File: config.mk
export PLATFORM = sky130hd
export DESIGN_NAME = rvh_l1d_req_arb
export DESIGN_NICKNAME = d
export VERILOG_FILES = /design/src/rtl/rvh_l1d_req_arb.sv
export SDC_FILE = /design/constraint.sdc
export NUM_CORES = 1
export LEC_CHECK = 0
export CORE_AREA = 2 2 129 131
export CTS_BUF_LIST = sky130_fd_sc_hd__clkbuf_16
export CTS_CLUSTER_DIAMETER = 30
export DETAILED_ROUTE_END_ITERATION = 7
export DIE_AREA = 0 0 131 133
export GPL_ROUTABILITY_DRIVEN = 0
export PLACE_DENSITY_LB_ADDON = 0.2
export SYNTH_ARGS = -nofsm -noshare
export SYNTH_HDL_FRONTEND = slang
export SYNTH_SLANG_ARGS = --single-unit
File: constraint.sdc
create_clock -name clk -period 3.47 [get_ports clk]
set_input_delay 0.694 -clock clk [delete_from_list [all_inputs] [get_ports clk]]
set_output_delay 0.694 -clock clk [all_outputs]
set_load 0.02 [all_outputs]
File: src/rtl/rvh_l1d_req_arb.sv
// L1D request arbiter: shares the pipeline entry port between load, store and PTW,
// registers the winner in a one-entry output stage and serialises AMO/LR/SC stores.
module rvh_l1d_req_arb #(
    parameter int LDU_OP_WIDTH   = 3,
    parameter int STU_OP_WIDTH   = 5,
    parameter int ADDR_WIDTH     = 40,
    parameter int DATA_WIDTH     = 64,
    parameter int ID_WIDTH       = 5,
    parameter int PTW_STARVE_MAX = 4
) (
    input  logic                    clk,
    input  logic                    rst,
    input  logic                    ld_req_vld_i,
    output logic                    ld_req_rdy_o,
    input  logic [LDU_OP_WIDTH-1:0] ld_req_opcode_i,
    input  logic [ADDR_WIDTH-1:0]   ld_req_addr_i,
    input  logic [ID_WIDTH-1:0]     ld_req_id_i,
    input  logic                    st_req_vld_i,
    output logic                    st_req_rdy_o,
    input  logic [STU_OP_WIDTH-1:0] st_req_opcode_i,
    input  logic [ADDR_WIDTH-1:0]   st_req_addr_i,
    input  logic [DATA_WIDTH-1:0]   st_req_data_i,
    input  logic [ID_WIDTH-1:0]     st_req_id_i,
    input  logic                    ptw_req_vld_i,
    output logic                    ptw_req_rdy_o,
    input  logic [ADDR_WIDTH-1:0]   ptw_req_addr_i,
    output logic                    l1d_req_vld_o,
    input  logic                    l1d_req_rdy_i,
    output logic [1:0]              l1d_req_src_o,
    output logic [LDU_OP_WIDTH-1:0] l1d_req_ld_opcode_o,
    output logic [STU_OP_WIDTH-1:0] l1d_req_st_opcode_o,
    output logic [ADDR_WIDTH-1:0]   l1d_req_addr_o,
    output logic [DATA_WIDTH-1:0]   l1d_req_data_o,
    output logic [ID_WIDTH-1:0]     l1d_req_id_o,
    input  logic                    amo_done_i,
    input  logic                    flush_i,
    output logic                    illegal_req_o,
    output logic                    amo_busy_o
);
    localparam int CW = $clog2(PTW_STARVE_MAX + 1);
    localparam logic [1:0] SRC_LD  = 2'd0;
    localparam logic [1:0] SRC_ST  = 2'd1;
    localparam logic [1:0] SRC_PTW = 2'd2;

    typedef enum logic {S_NORMAL, S_AMO_WAIT} state_t;

    state_t        state;
    logic          rr_st;
    logic [CW-1:0] starve_cnt;

    logic ld_v, st_v, out_free, can_grant, starved;
    logic gnt_ld, gnt_st, gnt_ptw;
    logic ld_illegal, st_illegal, st_amo;

    // A flushed load is invisible to arbitration, so it cannot block PTW via starvation.
    assign ld_v      = ld_req_vld_i & ~flush_i;
    assign st_v      = st_req_vld_i;
    assign out_free  = ~l1d_req_vld_o | l1d_req_rdy_i;
    assign can_grant = out_free & (state == S_NORMAL);
    assign starved   = (starve_cnt == CW'(PTW_STARVE_MAX)) & (ld_v | st_v);

    assign ld_illegal = (ld_req_opcode_i == LDU_OP_WIDTH'(7));
    assign st_illegal = ((st_req_opcode_i >= STU_OP_WIDTH'(4)) & (st_req_opcode_i <= STU_OP_WIDTH'(6)))
                      | (st_req_opcode_i >= STU_OP_WIDTH'(29));
    assign st_amo     = (st_req_opcode_i >= STU_OP_WIDTH'(11)) & (st_req_opcode_i <= STU_OP_WIDTH'(28));

    always_comb begin
        gnt_ld  = 1'b0;
        gnt_st  = 1'b0;
        gnt_ptw = 1'b0;
        if (can_grant) begin
            if (ptw_req_vld_i & ~starved) begin
                gnt_ptw = 1'b1;
            end else if (ld_v & st_v) begin
                gnt_st = rr_st;
                gnt_ld = ~rr_st;
            end else begin
                gnt_ld = ld_v;
                gnt_st = st_v;
            end
        end
    end

    assign ld_req_rdy_o  = gnt_ld;
    assign st_req_rdy_o  = gnt_st;
    assign ptw_req_rdy_o = gnt_ptw;
    assign amo_busy_o    = (state == S_AMO_WAIT);

    always_ff @(posedge clk) begin
        if (rst) begin
            state               <= S_NORMAL;
            rr_st               <= 1'b0;
            starve_cnt          <= '0;
            illegal_req_o       <= 1'b0;
            l1d_req_vld_o       <= 1'b0;
            l1d_req_src_o       <= '0;
            l1d_req_ld_opcode_o <= '0;
            l1d_req_st_opcode_o <= '0;
            l1d_req_addr_o      <= '0;
            l1d_req_data_o      <= '0;
            l1d_req_id_o        <= '0;
        end else begin
            illegal_req_o <= (gnt_ld & ld_illegal) | (gnt_st & st_illegal);

            if (gnt_ld | gnt_st) begin
                rr_st <= gnt_ld;
            end

            if (gnt_ld | gnt_st | ~(ld_v | st_v)) begin
                starve_cnt <= '0;
            end else if (gnt_ptw && (starve_cnt != CW'(PTW_STARVE_MAX))) begin
                starve_cnt <= starve_cnt + CW'(1);
            end

            case (state)
                S_NORMAL:   if (gnt_st & st_amo) state <= S_AMO_WAIT;
                S_AMO_WAIT: if (amo_done_i) state <= S_NORMAL;
                default:    state <= S_NORMAL;
            endcase

            // Grants only happen when the stage is free, so a load always replaces or refills.
            if (gnt_ld & ~ld_illegal) begin
                l1d_req_vld_o       <= 1'b1;
                l1d_req_src_o       <= SRC_LD;
                l1d_req_ld_opcode_o <= ld_req_opcode_i;
                l1d_req_st_opcode_o <= '0;
                l1d_req_addr_o      <= ld_req_addr_i;
                l1d_req_data_o      <= '0;
                l1d_req_id_o        <= ld_req_id_i;
            end else if (gnt_st & ~st_illegal) begin
                l1d_req_vld_o       <= 1'b1;
                l1d_req_src_o       <= SRC_ST;
                l1d_req_ld_opcode_o <= '0;
                l1d_req_st_opcode_o <= st_req_opcode_i;
                l1d_req_addr_o      <= st_req_addr_i;
                l1d_req_data_o      <= st_req_data_i;
                l1d_req_id_o        <= st_req_id_i;
            end else if (gnt_ptw) begin
                l1d_req_vld_o       <= 1'b1;
                l1d_req_src_o       <= SRC_PTW;
                l1d_req_ld_opcode_o <= '0;
                l1d_req_st_opcode_o <= '0;
                l1d_req_addr_o      <= ptw_req_addr_i;
                l1d_req_data_o      <= '0;
                l1d_req_id_o        <= '0;
            end else if (l1d_req_vld_o & (l1d_req_rdy_i | (flush_i & (l1d_req_src_o == SRC_LD)))) begin
                l1d_req_vld_o <= 1'b0;
            end
        end
    end
endmodule

==> results of run 1 <==
## synth_stat cells (2+ instances only)
library cell / number / area [um2]
o311ai_0: 19 / 166
buf_1: 5 / 18.8
a22oi_1: 70 / 526
a222oi_1: 3 / 30.0
mux2i_1: 40 / 400
nand3_1: 46 / 230
or3_1: 2 / 12.5
o311ai_1: 21 / 184
nor2b_1: 4 / 25.0
buf_2: 18 / 90.1
nand2_1: 10 / 37.5
a211oi_1: 2 / 15.0
clkbuf_1: 31 / 116
ha_1: 2 / 25.0
dfxtp_1: 126 / 2520
a221oi_1: 2 / 17.5
a21oi_1: 10 / 50.1
inv_1: 3 / 11.3
nor3_1: 5 / 25.0
buf_4: 6 / 45.0
a221o_1: 2 / 20.0
nand2b_1: 2 / 12.5
nor2_1: 82 / 308
o2111ai_1: 2 / 17.5
a211o_1: 2 / 17.5
nand4_1: 40 / 250
## critical path, cell delays in order
cell and delay [ns]:
clkdlybuf4s50_1 0.46, nor2b_1 0.09, or2_2 0.33, a2111oi_0 0.43, buf_4 0.21, clkdlybuf4s50_1 0.59
## state kept, by name, summed over array words and instances (netlist names), 2 cells and up
signal,count
starve_cnt,3
l1d_req_ld_opcode_o,3
l1d_req_st_opcode_o,5
l1d_req_src_o,2
l1d_req_id_o,5
l1d_req_data_o,64
l1d_req_addr_o,40
## final cells by class
class	count	area [um2]	area share (%)
Timing Repair Buffer	350	3560	37.7
Multi-Input combinational cell	381	2500	26.5
Tap cell	220	275	2.91
Clock buffer	17	425	4.50
Inverter	4	15.0	0.159
Antenna cell	1	2.50	0.0265
Clock inverter	15	136	1.44
Sequential cell	126	2520	26.7
## through the flow
step	utilization, %	setup WS, ns	TNS (ns)
5_1_grt	58.4	0.00726	0
3_5_place_dp	54.9	0.0883	0
6_report	58.4	-0.0272	-0.0272
4_1_cts	58.4	0.0705	0
2_1_floorplan	-	0.574	0
3_3_place_gp	54.9	0.152	0
## worst max-delay path by stage
stage	slack [ns]	start	depth (start not counted)	end
after detailed placement	0.09	l1d_req_rdy_i	6	ld_req_rdy_o
after global routing	0.007	l1d_req_rdy_i	6	ld_req_rdy_o
final	-0.03	l1d_req_rdy_i	6	ld_req_rdy_o
after global placement	0.15	l1d_req_rdy_i	6	ld_req_rdy_o
after CTS	0.07	l1d_req_rdy_i	6	ld_req_rdy_o
after floorplan	0.57	l1d_req_rdy_i	3	ld_req_rdy_o
## routing by layer
| metal | up-vias | global-route usage, % | wire, um |
|---|---|---|---|
| li1 | 2805 | - | - |
| met1 | 2748 | 24.0 | 7780 |
| met2 | 262 | 38.1 | 9840 |
| met3 | 34 | 8.13 | 2000 |
| met4 | 0 | 9.57 | 514 |
| met5 | - | 0 | 0 |
## power by group
group	total (W)	switching, W	internal (W)	leakage, nW
registers	0.00158	0.0000477	0.00154	1.03
clock network	0.00169	0.000700	0.000992	0.268
logic	0.000922	0.000440	0.000482	2.21
total	0.00420	0.00119	0.00301	3.51
## logic make-up after synthesis
| logic type | after synthesis | synth area share [%] |
|---|---|---|
| flip-flops | 126 | 47.6 |
| AO/OA/AOI/OAI | 141 | 21.0 |
| multiplexers | 40 | 7.56 |
| buffers and inverters | 64 | 5.38 |
| AND/OR/NAND/NOR | 197 | 17.8 |
| XOR/XNOR | 1 | 0.165 |
| adder cells (fa/ha/maj) | 2 | 0.472 |
==> flow_summary.json, run 1 <==
{
  "status": "finished with violations",
  "violations": "setup timing",
  "ys_warn_count": 0,
  "finalWorstPathRequiredPeriod_ns": 3.50,
  "critPathMaxFanout": 5,
  "wire_per_inst_um": 18.1,
  "syn_area_um2": 5300,
  "holdWs_ns": 0.468,
  "final_layout_size_suffix_gt1_share_pct": 6.05,
  "fin_total_pwr_w": 0.00420,
  "cts_max_level": 4,
  "synth_cell_types": 42,
  "via_per_inst": 5.25,
  "clock.fmax_mhz": 286,
  "synthFlopType": "dfxtp_1",
  "coreArea_um2": 16200,
  "die_h_um": 133,
  "fillers": 1358,
  "power_leakage_nw": 3.51,
  "syn_avg_cell_area_um2": 9.28,
  "antenna_left": 0,
  "drc": 0,
  "nets": 1092,
  "cts-root-buf": "clkbuf_16",
  "timing.slew.headroom_pct": 53.8,
  "path_clk_slew_ns": 0.06,
  "hpwl_um": 14400,
  "r2r_cells": 8,
  "r2r_slack_ns": 0.86,
  "dieArea_um2": 17400,
  "rsz0062_at_grt": "no",
  "hp-class": "reg -> reg",
  "drt-pass1-iter-count": 6,
  "post_cts_buffers": 0,
  "end_kind": "primary output",
  "holdPathStages": 2,
  "wl_um": 20100,
  "hold_viol": 0,
  "fin_crit_sh_pct": 101,
  "grt_pass1_wl_um": 30100,
  "max-cap-violations": 0,
  "ys_ff_latch": 126,
  "critPathLaunchType": "input pin",
  "clk_latency_ns": 0.41,
  "hp-start": "l1d_req_ld_opcode_o[2]",
  "drv_slew": 0,
  "crit_type": "in -> out",
  "synth_cells": 571,
  "cts_made_buffers": 17,
  "synth-edff-count": 0,
  "die_w_um": 131,
  "stdcell_area_um2": 9450,
  "reg2reg_from": "starve_cnt[0]",
  "setup_ws_ns": -0.0272,
  "layout.cells.non_filler": 1114,
  "r2r_end": "l1d_req_addr_o[27]",
  "async_reset_ff_share_pct": 0,
  "grt-ovfl-total": 0,
  "cts_tree": "done",
  "cts.sinks": 126,
  "power_per_cell_area_nw_per_um2": 444,
  "postCtsHoldBufs": 0,
  "pin_count": 335,
  "peakVddDrop_mv": 0.309,
  "dp.cells": 1081,
  "critPathRequiredTime_ns": 2.78,
  "syn2layout_area_growth_pct": 78.3,
  "post_cts_resized": 0,
  "antenna_found_initial": 1,
  "synth_nets": 783,
  "final_common_cell": "clkdlybuf4s50_1",
  "cts_max_path_buffers": 2,
  "tightest_slew_ns": 0.692,
  "yosysSeqAreaShare_pct": 47.6,
  "arrival_ns": 2.80,
  "drt_iter0_drc": 287,
  "vias": 5849,
  "finalSetupViolations": 1,
  "skew_ns": 0.0121,
  "track_usage_pct": 22.1,
  "start_util_pct": 32.8,
  "port_buffers": 334,
  "worstHoldEndpoint": "l1d_req_ld_opcode_o[2]",
  "rows": 47,
  "postPlaceCellArea_um2": 8880,
  "most-common-layout-cells": "clkdlybuf4s50_1, dfxtp_1, nor2_1",
  "grt_max_degree": 98,
  "grt_pass1_vias": 5887
}
(Power assumes the default switching activity.)
==> inputs of run 2 (changes only) <==
Settings changed: CORE_AREA 2 2 129 131 to 2 2 130 132, DIE_AREA 0 0 131 133 to 0 0 132 134, PLACE_DENSITY from default to 0.73, PLACE_DENSITY_LB_ADDON 0.2 to default.
Clock period 3.47 ns to 3.3 ns, I/O delays scaled along.
==> flow_summary.json, run 2 (synthesis gave the netlist of run 1 again) <==
{
  "largestRegisters": "l1d_req_data_o (64), l1d_req_addr_o (40)",
  "cts_made_buffers": 17,
  "skew_ns": 0.0125,
  "cp_slowest_cell": "clkdlybuf4s50_1",
  "vias": 5853,
  "largest-register": "l1d_req_data_o",
  "setup_tns_ns": 0,
  "post_cts_buffers": 0,
  "syn2layout_area_growth_pct": 78.5,
  "cts-root-buf": "clkbuf_16",
  "critPathMaxFanout": 5,
  "crit_path_cell_trace": "clkdlybuf4s50_1 > nor2b_1 > or2_2 > a2111oi_1 > buf_4 > clkdlybuf4s50_1",
  "drt-pass1-iter-count": 5,
  "fin_util_pct": 58.1,
  "end_kind": "primary output",
  "hp-class": "reg -> reg",
  "die_w_um": 132,
  "pin_count": 335,
  "power_leakage_nw": 3.51,
  "critPathLaunchType": "input pin",
  "finalWorstPathRequiredPeriod_ns": 3.22,
  "antenna_left": 0,
  "p_seq_share_pct": 37.6,
  "drt_iter0_drc": 276,
  "postCtsHoldBufs": 0,
  "p_switching_w": 0.00126,
  "finalSetupViolations": 0,
  "largest_register_ffs": 64,
  "final_common_cell": "clkdlybuf4s50_1",
  "fin_crit_sh_pct": 97.6,
  "rows": 47,
  "cpPeakStageDelay_ns": 0.59,
  "r2r_cells": 8,
  "most-common-layout-cells": "clkdlybuf4s50_1, dfxtp_1, nor2_1",
  "arrival_ns": 2.56,
  "critPathRequiredTime_ns": 2.64,
  "worstHoldEndpoint": "l1d_req_ld_opcode_o[1]",
  "start_util_pct": 32.5,
  "r2r_end": "l1d_req_addr_o[25]",
  "dieArea_um2": 17700,
  "cts_max_path_buffers": 2,
  "holdPathStages": 2,
  "max-cap-violations": 0,
  "tightest_slew_ns": 0.456,
  "cts.sinks": 126,
  "path_clk_slew_ns": 0.05,
  "pwr-share-clk_pct": 40.5,
  "crit_type": "in -> out",
  "clk_latency_ns": 0.41,
  "r2r_slack_ns": 0.80,
  "timing.slew.headroom_pct": 69.5,
  "hp-start": "l1d_req_ld_opcode_o[1]",
  "port_buffers": 334,
  "cts_max_level": 4,
  "p_int_w": 0.00317,
  "die_h_um": 134,
  "switching_share_pct": 28.4,
  "drc": 0,
  "track_usage_pct": 21.6,
  "status": "completed",
  "rsz0062_at_grt": "no",
  "reg2reg_from": "starve_cnt[0]",
  "coreArea_um2": 16300,
  "drv_slew": 0,
  "power_per_cell_area_nw_per_um2": 468,
  "via_per_inst": 5.24,
  "antenna_found_initial": 1,
  "peakVddDrop_mv": 0.330,
  "hold_viol": 0,
  "wire_per_inst_um": 17.7,
  "crit_path_frequent_cell": "clkdlybuf4s50_1",
  "hpwl_um": 13800,
  "diodes": 0,
  "wl_um": 19800,
  "nets": 1095,
  "cts_tree": "done",
  "grt_max_degree": 95,
  "grt-ovfl-total": 0,
  "grt_pass1_vias": 5759,
  "post_cts_resized": 0,
  "final_layout_size_suffix_gt1_share_pct": 6.47,
  "combinationalPowerShare_pct": 21.9,
  "clock.fmax_mhz": 311,
  "grt_pass1_wl_um": 30600
}
-- run 2: cell count changes in the layout (fill, tap and decap cells not counted), sizes merged --
| cell | change |
|---|---|
| buf | +3 |
| clkinv | -2 |
| clkinvlp | +1 |
| diode | -1 |
| inv | +1 |
-- run 2: stage by stage --
stage / instances / total power (W) / cell area [um2] / setup WS, ns / hold slack, ns
final: 1116 / 0.00443 / 9460 / 0.0800 / 0.480
after global routing: 1116 / 0.00462 / 9460 / 0.000481 / 0.514
after CTS: 1116 / 0.00449 / 9460 / 0.0620 / 0.482
after detailed placement: 1084 / 0.00267 / 8890 / 0.0878 / 0.474
after global placement: 1084 / 0.00266 / 8890 / 0.0888 / 0.455
after floorplan: 571 / 0.00212 / 5300 / 0.472 / 0.453
-- run 2: worst max-delay path by stage --
stage               endpoint           from  slack (ns)  cells past startpoint
6_report        ld_req_rdy_o  l1d_req_rdy_i        0.08                      6
5_1_grt        ptw_req_rdy_o  ptw_req_vld_i      0.0005                      5
4_1_cts         ld_req_rdy_o  l1d_req_rdy_i        0.06                      6
3_5_place_dp    ld_req_rdy_o  l1d_req_rdy_i        0.09                      6
3_3_place_gp    ld_req_rdy_o  l1d_req_rdy_i        0.09                      6
2_1_floorplan   ld_req_rdy_o  l1d_req_rdy_i        0.47                      3
-- run 2: final cells by class --
cell class              count  area (um2)
fillers                  1474        6830
repair buffers            353        3570
flip-flops and latches    126        2520
multi-input cells         381        2510
clock buffers              17         425
well taps                 220         275
clock inverters            15         138
inverters                   4        15.0
-- run 2: metal layers --
metal,wire length (um),GRT usage (%),vias to the layer above
met5,13,0,-
met4,257,6.64,2
met3,1950,8.13,21
met2,9680,36.0,275
met1,7860,25.8,2742
li1,-,-,2813
-- run 2: power groups by stage --
stage	clock (W)	sequential [W]	combinational (W)
6_report	0.00179	0.00166	0.000969
5_1_grt	0.00191	0.00168	0.00103
4_1_cts	0.00185	0.00166	0.000975
3_5_place_dp	0	0.00170	0.000971
3_3_place_gp	0	0.00169	0.000966
2_1_floorplan	0	0.00180	0.000314
-- run 2: critical path: cells and delay by family --
kind	cells	cell delay (ns)
simple gates	2	0.41
buf+inv	3	1.22
compound gates	1	0.28
